[config.mk]
export PLATFORM = sky130hd
export DESIGN_NAME = pwm_mac_flat
export DESIGN_NICKNAME = d
export VERILOG_FILES = /design/src/rtl/pwm_pkg.sv /design/src/rtl/pwm_mac_if.sv /design/src/rtl/pwm_modmul.sv /design/src/rtl/pwm_mac.sv /design/src/flat_wrapper.sv
export SDC_FILE = /design/constraint.sdc
export NUM_CORES = 2
export LEC_CHECK = 0
export CAP_MARGIN = 30
export CORE_UTILIZATION = 35
export CTS_CLUSTER_DIAMETER = 150
export CTS_CLUSTER_SIZE = 14
export DETAILED_ROUTE_END_ITERATION = 8
export GPL_TIMING_DRIVEN = 1
export HOLD_SLACK_MARGIN = 0.15
export PLACE_DENSITY = 0.58
export SLEW_MARGIN = 0
export SYNTH_ARGS = -nofsm -noshare
export SYNTH_HDL_FRONTEND = slang
export SYNTH_SLANG_ARGS = --single-unit
[constraint.sdc]
create_clock -name clk -period 17.2 [get_ports clk]
set_clock_uncertainty 0.05 [all_clocks]
set_input_delay 3.44 -clock clk [delete_from_list [all_inputs] [get_ports clk]]
set_output_delay 3.44 -clock clk [all_outputs]
set_load 0.005 [all_outputs]
[src/rtl/pwm_pkg.sv]
// pwm_mac shared types and helpers.
// Enums, beat-count helper and modular add.
package pwm_pkg;

  typedef enum logic {
    PWM_MUL = 1'b0,
    PWM_MAC = 1'b1
  } mode_e;

  typedef enum logic [1:0] {
    IDLE,
    RUN,
    DRAIN
  } state_e;

  function automatic int depth(
    input int poly_len,
    input int lanes
  );
    return poly_len / lanes;
  endfunction

  // Both operands are already reduced, so one
  // conditional subtract brings the sum below q.
  function automatic int unsigned mod_add(
    input int unsigned x,
    input int unsigned y,
    input int unsigned q
  );
    int unsigned s;
    s = x + y;
    if (s >= q) s = s - q;
    return s;
  endfunction

endpackage

[src/rtl/pwm_mac_if.sv]
// pwm_mac job control and coefficient stream.
// master drives jobs/beats, slave is the engine.
interface pwm_mac_if #(
  parameter int DATA_WIDTH = 12,
  parameter int LANES      = 2,
  parameter int K_MAX      = 4
);
  localparam int KW = $clog2(K_MAX + 1);

  logic                              start;
  logic                              mode;
  logic [KW-1:0]                     cfg_k;
  logic                              busy;
  logic                              in_en;
  logic [LANES-1:0][DATA_WIDTH-1:0]  in_a;
  logic [LANES-1:0][DATA_WIDTH-1:0]  in_b;
  logic                              out_en;
  logic [LANES-1:0][DATA_WIDTH-1:0]  out;
  logic                              done;

  modport master (
    output start, mode, cfg_k,
    output in_en, in_a, in_b,
    input  busy, out_en, out, done
  );

  modport slave (
    input  start, mode, cfg_k,
    input  in_en, in_a, in_b,
    output busy, out_en, out, done
  );
endinterface

[src/rtl/pwm_modmul.sv]
// Pipelined (a*b) mod Q, latency MUL_LAT.
// Free-running; validity is tracked by the caller.
module pwm_modmul #(
  parameter int DATA_WIDTH = 12,
  parameter int Q          = 3329,
  parameter int MUL_LAT    = 3
) (
  input  logic                  clk,
  input  logic [DATA_WIDTH-1:0] a_i,
  input  logic [DATA_WIDTH-1:0] b_i,
  output logic [DATA_WIDTH-1:0] p_o
);
  localparam int PW = 2 * DATA_WIDTH;
  localparam logic [PW-1:0] QW = PW'(Q);

  if (MUL_LAT < 2) begin : g_chk_lat
    $error("pwm_modmul: MUL_LAT must be >= 2");
  end

  logic [PW-1:0]         prod_q;
  logic [DATA_WIDTH-1:0] pipe_q [1:MUL_LAT-1];

  // Raw product, then reduction, then delay taps.
  always_ff @(posedge clk) begin
    prod_q    <= a_i * b_i;
    pipe_q[1] <= DATA_WIDTH'(prod_q % QW);
    for (int i = 2; i < MUL_LAT; i++) begin
      pipe_q[i] <= pipe_q[i-1];
    end
  end

  assign p_o = pipe_q[MUL_LAT-1];

endmodule

[src/rtl/pwm_mac.sv]
// Pointwise multiply / multiply-accumulate engine.
// MUL emits a*b mod Q; MAC sums k products per index.
module pwm_mac
  import pwm_pkg::*;
#(
  parameter int DATA_WIDTH = 12,
  parameter int Q          = 3329,
  parameter int LANES      = 2,
  parameter int POLY_LEN   = 256,
  parameter int MUL_LAT    = 3,
  parameter int K_MAX      = 4
) (
  input logic      clk,
  input logic      rst,
  pwm_mac_if.slave bus
);
  localparam int DEPTH = depth(POLY_LEN, LANES);
  localparam int BW    = $clog2(DEPTH);
  localparam int KW    = $clog2(K_MAX + 1);

  if (DEPTH <= MUL_LAT + 1) begin : g_chk_depth
    $error("pwm_mac: DEPTH must exceed MUL_LAT+1");
  end
  if (POLY_LEN % LANES != 0) begin : g_chk_lanes
    $error("pwm_mac: LANES must divide POLY_LEN");
  end
  if (Q >= (1 << DATA_WIDTH)) begin : g_chk_q
    $error("pwm_mac: Q must fit DATA_WIDTH");
  end

  typedef logic [LANES-1:0][DATA_WIDTH-1:0] vec_t;

  typedef struct packed {
    logic          v;
    logic [BW-1:0] idx;
    logic          first;
    logic          last;
  } tag_t;

  state_e        state_q, state_d;
  mode_e         mode_q, mode_d;
  logic [KW-1:0] kc_q, kc_d;
  logic [BW-1:0] beat_q, beat_d;
  logic [KW-1:0] poly_q, poly_d;
  logic          done_q, done_d;

  logic [KW-1:0] k_cfg;
  logic [KW-1:0] k_eff;
  logic          last_poly;
  logic          accept;

  tag_t tag_q [MUL_LAT];
  tag_t t_acc;
  vec_t prod;
  vec_t sum;
  vec_t acc_q [DEPTH];
  vec_t out_q;
  logic out_en_q;
  logic fin_q;

  assign k_eff     = (mode_q == PWM_MAC) ? kc_q : KW'(1);
  assign last_poly = (poly_q == k_eff - KW'(1));
  assign accept    = (state_q == RUN) && bus.in_en;
  assign t_acc     = tag_q[MUL_LAT-1];

  // Clamp requested k into 1..K_MAX.
  always_comb begin
    k_cfg = bus.cfg_k;
    unique case (1'b1)
      (bus.cfg_k == '0):         k_cfg = KW'(1);
      (bus.cfg_k > KW'(K_MAX)):  k_cfg = KW'(K_MAX);
      default:                   k_cfg = bus.cfg_k;
    endcase
  end

  // Job sequencing: next state and counters.
  always_comb begin
    state_d = state_q;
    mode_d  = mode_q;
    kc_d    = kc_q;
    beat_d  = beat_q;
    poly_d  = poly_q;
    done_d  = 1'b0;
    unique case (state_q)
      IDLE: begin
        if (bus.start) begin
          state_d = RUN;
          mode_d  = mode_e'(bus.mode);
          kc_d    = k_cfg;
          beat_d  = '0;
          poly_d  = '0;
        end
      end
      RUN: begin
        if (accept) begin
          if (beat_q == BW'(DEPTH - 1)) begin
            beat_d = '0;
            if (last_poly) state_d = DRAIN;
            else poly_d = poly_q + KW'(1);
          end else begin
            beat_d = beat_q + BW'(1);
          end
        end
      end
      DRAIN: begin
        if (fin_q) begin
          state_d = IDLE;
          done_d  = 1'b1;
        end
      end
      default: state_d = IDLE;
    endcase
  end

  // Control state registers.
  always_ff @(posedge clk) begin
    if (rst) begin
      state_q <= IDLE;
      mode_q  <= PWM_MUL;
      kc_q    <= '0;
      beat_q  <= '0;
      poly_q  <= '0;
      done_q  <= 1'b0;
    end else begin
      state_q <= state_d;
      mode_q  <= mode_d;
      kc_q    <= kc_d;
      beat_q  <= beat_d;
      poly_q  <= poly_d;
      done_q  <= done_d;
    end
  end

  for (genvar l = 0; l < LANES; l++) begin : g_lane
    pwm_modmul #(
      .DATA_WIDTH (DATA_WIDTH),
      .Q          (Q),
      .MUL_LAT    (MUL_LAT)
    ) u_mul (
      .clk (clk),
      .a_i (bus.in_a[l]),
      .b_i (bus.in_b[l]),
      .p_o (prod[l])
    );
  end

  // Beat tags ride alongside the multiplier pipe.
  always_ff @(posedge clk) begin
    if (rst) begin
      for (int i = 0; i < MUL_LAT; i++) begin
        tag_q[i] <= '0;
      end
    end else begin
      tag_q[0] <= '{v: accept, idx: beat_q,
                    first: (poly_q == '0),
                    last: last_poly};
      for (int i = 1; i < MUL_LAT; i++) begin
        tag_q[i] <= tag_q[i-1];
      end
    end
  end

  // Poly 0 seeds the sum; later polys add to it.
  always_comb begin
    sum = '0;
    for (int l = 0; l < LANES; l++) begin
      if (t_acc.first) begin
        sum[l] = prod[l];
      end else begin
        sum[l] = DATA_WIDTH'(mod_add(
          32'(acc_q[t_acc.idx][l]),
          32'(prod[l]), Q));
      end
    end
  end

  // Partial sums park in the buffer until the last poly.
  always_ff @(posedge clk) begin
    if (t_acc.v && !t_acc.last) begin
      acc_q[t_acc.idx] <= sum;
    end
  end

  // Final poly drives the output port instead.
  always_ff @(posedge clk) begin
    if (rst) begin
      out_q    <= '0;
      out_en_q <= 1'b0;
      fin_q    <= 1'b0;
    end else begin
      out_en_q <= t_acc.v && t_acc.last;
      fin_q    <= t_acc.v && t_acc.last &&
                  (t_acc.idx == BW'(DEPTH - 1));
      if (t_acc.v && t_acc.last) out_q <= sum;
    end
  end

  assign bus.busy   = (state_q != IDLE);
  assign bus.done   = done_q;
  assign bus.out_en = out_en_q;
  assign bus.out    = out_q;

endmodule

[src/flat_wrapper.sv]
// flat-port wrapper written by rule: the top's interface ports become plain ports
module pwm_mac_flat import pwm_pkg::*;
#(
  parameter int DATA_WIDTH = 12,
  parameter int Q          = 3329,
  parameter int LANES      = 2,
  parameter int POLY_LEN   = 256,
  parameter int MUL_LAT    = 3,
  parameter int K_MAX      = 4
)
  (clk, rst, bus_start, bus_mode, bus_cfg_k, bus_in_en, bus_in_a, bus_in_b, bus_busy, bus_out_en, bus_out, bus_done);
  pwm_mac_if #(.DATA_WIDTH(DATA_WIDTH), .LANES(LANES), .K_MAX(K_MAX)) bus_i ();
  input logic clk;
  input logic rst;
  input wire logic [$bits(bus_i.start)-1:0] bus_start;
  input wire logic [$bits(bus_i.mode)-1:0] bus_mode;
  input wire logic [$bits(bus_i.cfg_k)-1:0] bus_cfg_k;
  input wire logic [$bits(bus_i.in_en)-1:0] bus_in_en;
  input wire logic [$bits(bus_i.in_a)-1:0] bus_in_a;
  input wire logic [$bits(bus_i.in_b)-1:0] bus_in_b;
  output wire logic [$bits(bus_i.busy)-1:0] bus_busy;
  output wire logic [$bits(bus_i.out_en)-1:0] bus_out_en;
  output wire logic [$bits(bus_i.out)-1:0] bus_out;
  output wire logic [$bits(bus_i.done)-1:0] bus_done;
  assign bus_i.start = bus_start;
  assign bus_i.mode = bus_mode;
  assign bus_i.cfg_k = bus_cfg_k;
  assign bus_i.in_en = bus_in_en;
  assign bus_i.in_a = bus_in_a;
  assign bus_i.in_b = bus_in_b;
  assign bus_busy = bus_i.busy;
  assign bus_out_en = bus_i.out_en;
  assign bus_out = bus_i.out;
  assign bus_done = bus_i.done;
  pwm_mac #(.DATA_WIDTH(DATA_WIDTH), .Q(Q), .LANES(LANES), .POLY_LEN(POLY_LEN), .MUL_LAT(MUL_LAT), .K_MAX(K_MAX)) u_core (.clk(clk), .rst(rst), .bus(bus_i));
endmodule
==> summary.json <==
{
  "grt": {
    "vias_in_the_first_global_route": 84090,
    "grtUsageTotal_pct": 20.69,
    "grt_antenna_before_repair": 19,
    "first_pass_grt_wire_length_um": 599000,
    "grt_max_degree": 97,
    "grt_overflow_total": 0
  },
  "cts": {
    "cts_tree": "done",
    "cts.sink_count": 3241,
    "number_of_buffers_added_by_the_clock_tree_synthesis_step": 273,
    "clkLatencyLatePin_ps": 890,
    "h-tree-depth": 5,
    "cts.clk_slew.worst_paths_ps": 80,
    "ctsRootBufferMaster": "sky130_fd_sc_hd__clkbuf_16",
    "cts_buffer_depth": 4
  },
  "synth": {
    "netlist_instances": 9115,
    "synth_top_flop_cell": "sky130_fd_sc_hd__edfxtp_1",
    "netlist_top_cells_area": "sky130_fd_sc_hd__edfxtp_1, sky130_fd_sc_hd__a22oi_1, sky130_fd_sc_hd__fa_1",
    "share_of_flip_flops_with_an_asynchronous_set_or_reset_after_synthesis_pct": 0,
    "netlist-cell-type-count": 143,
    "synthesis.nets": 9539,
    "yosysWarningCount": 0,
    "synth.cell_area_um2": 136800,
    "synthDominantAreaCellType": "sky130_fd_sc_hd__edfxtp_1",
    "synth-edff-count": 3072,
    "synth_area_per_cell_um2": 15.01,
    "ys_seq_elements": 3241,
    "post-synth-top-area-fraction_pct": 67.44,
    "register_area_share_after_synthesis_pct": 69.92
  },
  "floorplan": {
    "row_count": 229,
    "floorplan.initialDensity_pct": 35.15,
    "pin_count": 83,
    "core-area_um2": 389100,
    "floorplan.die_area_um2": 393300,
    "dieHeight_um": 627.1,
    "die_width_um": 627.1
  },
  "worst_hold_path": {
    "worstHoldPathType": "register to register"
  },
  "sta": {
    "worst_pin_slew_ps": 1171,
    "relSlewSlack_pct": 21.57,
    "timing_hold_violations_final": 0,
    "final_max_slew_viol_count": 0,
    "final.min_clock_period_ps": 16100,
    "finalWorstSetupSlack_ps": 1096,
    "setup_viol_count_final": 0,
    "grt_setup_unrepaired": "yes",
    "post-route-period-util_pct": 93.63,
    "hold-worst-slack_ps": 254.5,
    "maximum_clock_frequency_ghz": 0.06210,
    "setup_tns_ps": 0
  },
  "route": {
    "drt_first_pass_iters": 5,
    "detailedRoute.firstIterationViolations": 10330,
    "remaining_drc_errors": 0,
    "vias": 86120,
    "routedWlPerCell_um": 28.74,
    "detail_route.vias_per_cell": 5.906,
    "routed_wl_um": 419100,
    "antenna_left": 0
  },
  "critical_path": {
    "crit_path_max_fanout": 11,
    "timing.critical_path.slowest_cell_delay_ps": 580,
    "rrSetupSlack_ps": 1100,
    "critical_path.slowest_cell": "sky130_fd_sc_hd__a2111o_1",
    "crit_arrival_ps": 16780,
    "start_kind": "register",
    "cp-end-kind": "register",
    "critPathKind": "register to register",
    "critPathRequiredTime_ps": 17880,
    "crit_top_cell": "sky130_fd_sc_hd__xnor2_1"
  },
  "final_layout": {
    "nets": 9700,
    "syn_to_final_growth_pct": 12.14,
    "fillers": 35710,
    "drive_above_1_share_pct": 10.70,
    "stdcell_area_um2": 153400
  },
  "status": {
    "status": "finished, final reports clean"
  },
  "place": {
    "placed_cell_area_um2": 145400,
    "dpl.hpwl_um": 251200,
    "finalWeightedCongestion": 0.8627,
    "numPortBuffers": 82,
    "detailedPlace.worstSlack_ps": 142.6
  },
  "job": {
    "max-cap-violations": 0
  }
}
state kept, by name, indices dropped and copies added (netlist names), 3 cells and up:
signal	flops
u_core.bus.out	24
u_core.kc_q	3
u_core.acc_q	3072
u_core.poly_q	3
u_core.beat_q	7
u_core.g_lane.u_mul.prod_q	48
u_core.tag_q	30
u_core.g_lane.u_mul.pipe_q	48
per-stage QoR:
step                      util, %  instances
after floorplan                 -       9115
after global placement      37.31      14160
after detailed placement    37.38      14180
after CTS                   39.31      14550
after global routing        39.41      14570
final                       39.42      14580
Yosys cell counts (all sizes together), types with 19 or more instances:
cell type,n
a211oi,25
a21o,29
a21oi,228
a221oi,295
a22o,292
a22oi,981
a31oi,237
and2,127
and3,25
buf,169
clkbuf,382
dfxtp,169
edfxtp,3072
fa,202
ha,166
inv,323
mux2,22
mux2i,28
nand2,475
nand2b,26
nand3,82
nand4,184
nor2,320
nor2b,51
nor3,76
nor4,61
o211ai,65
o21a,19
o21ai,217
o21bai,52
o22ai,20
o31ai,30
or2,38
or3,27
or4,26
xnor2,176
xor2,85
routing by layer:
layer	global-route usage, %	wire length, µm	vias up
li1	-	-	36630
met1	29.38	176200	44700
met2	32.37	190500	4232
met3	3.989	40040	546
met4	5.626	12310	6
met5	0	41	-
area by class of cell:
type	count	area, µm²	share of cell area [%]
antenna	19	47.55	0.03100
clock buffer	348	7293	4.755
sequential	3241	95650	62.36
tap	5197	6502	4.239
clock inverter	17	206.4	0.1346
multi-input combinational	4998	38500	25.10
inverter	324	1216	0.7929
timing repair buffer	438	3975	2.591
repair_timing:
action,in CTS,in global routing
hold buffers,0,0
buffers inserted,0,4
hold endpoints to repair,0,0
endpoints found under the setup margin,0,14
gates resized for setup,0,25
cells by family (layout without fill, tap and decap cells):
| group | count (synthesis) | after routing | synth area share (%) |
|---|---|---|---|
| AO/OA/AOI/OAI | 2702 | 2702 | 14.83 |
| XOR/XNOR | 261 | 261 | 1.740 |
| adder cells (fa/ha/maj) | 380 | 380 | 4.563 |
| buffers and inverters | 876 | 1127 | 2.501 |
| flip-flops | 3241 | 3241 | 69.92 |
| multiplexers | 53 | 53 | 0.4473 |
| other | 0 | 19 | 0 |
| AND/OR/NAND/NOR | 1602 | 1602 | 6.005 |
cells in the final DEF (no fill, tap or decap), types with 50 or more instances in the layout:
cell,instances
sky130_fd_sc_hd__clkdlybuf4s50_1,81
sky130_fd_sc_hd__nand4_1,182
sky130_fd_sc_hd__a21oi_1,221
sky130_fd_sc_hd__clkbuf_16,281
sky130_fd_sc_hd__o211ai_1,65
sky130_fd_sc_hd__edfxtp_1,3072
sky130_fd_sc_hd__nor2_1,185
sky130_fd_sc_hd__and2_1,125
sky130_fd_sc_hd__nand3_1,81
sky130_fd_sc_hd__o21ai_0,162
sky130_fd_sc_hd__a221oi_1,291
sky130_fd_sc_hd__dfxtp_1,162
sky130_fd_sc_hd__inv_1,323
sky130_fd_sc_hd__clkbuf_1,66
sky130_fd_sc_hd__xnor2_1,165
sky130_fd_sc_hd__a22o_1,291
sky130_fd_sc_hd__nand2_1,474
sky130_fd_sc_hd__fa_1,202
sky130_fd_sc_hd__xor2_1,80
sky130_fd_sc_hd__ha_1,166
sky130_fd_sc_hd__o21bai_1,50
sky130_fd_sc_hd__nor2_2,133
sky130_fd_sc_hd__buf_4,314
sky130_fd_sc_hd__a22oi_1,981
sky130_fd_sc_hd__a31oi_1,232
sky130_fd_sc_hd__nor3_1,68
worst paths after layout:
check / start / endpoint / depth (start not counted)
setup / recovery: u_core.g_lane[0].u_mul.prod_q[18] / u_core.g_lane[0].u_mul.pipe_q[1][4] / 54
hold / removal: u_core.g_lane[0].u_mul.pipe_q[1][0] / u_core.g_lane[0].u_mul.pipe_q[2][0] / 0
setup reg to reg: u_core.g_lane[0].u_mul.prod_q[18] / u_core.g_lane[0].u_mul.pipe_q[1][4] / 54
hold reg to reg: u_core.g_lane[0].u_mul.pipe_q[1][0] / u_core.g_lane[0].u_mul.pipe_q[2][0] / 0
critical path, delay by kind of cell, from the launching register on:
kind,cells,cell delay (ps)
buf+inv,4,840
fa+ha+maj,2,510
compound gates,23,7030
flops,1,450
mux,1,290
xor+xnor,7,1420
simple gates,17,5310
Power is left out: the tool's default activity adds up to more than one toggle a clock period on the data nets, which glitch-free logic cannot reach.
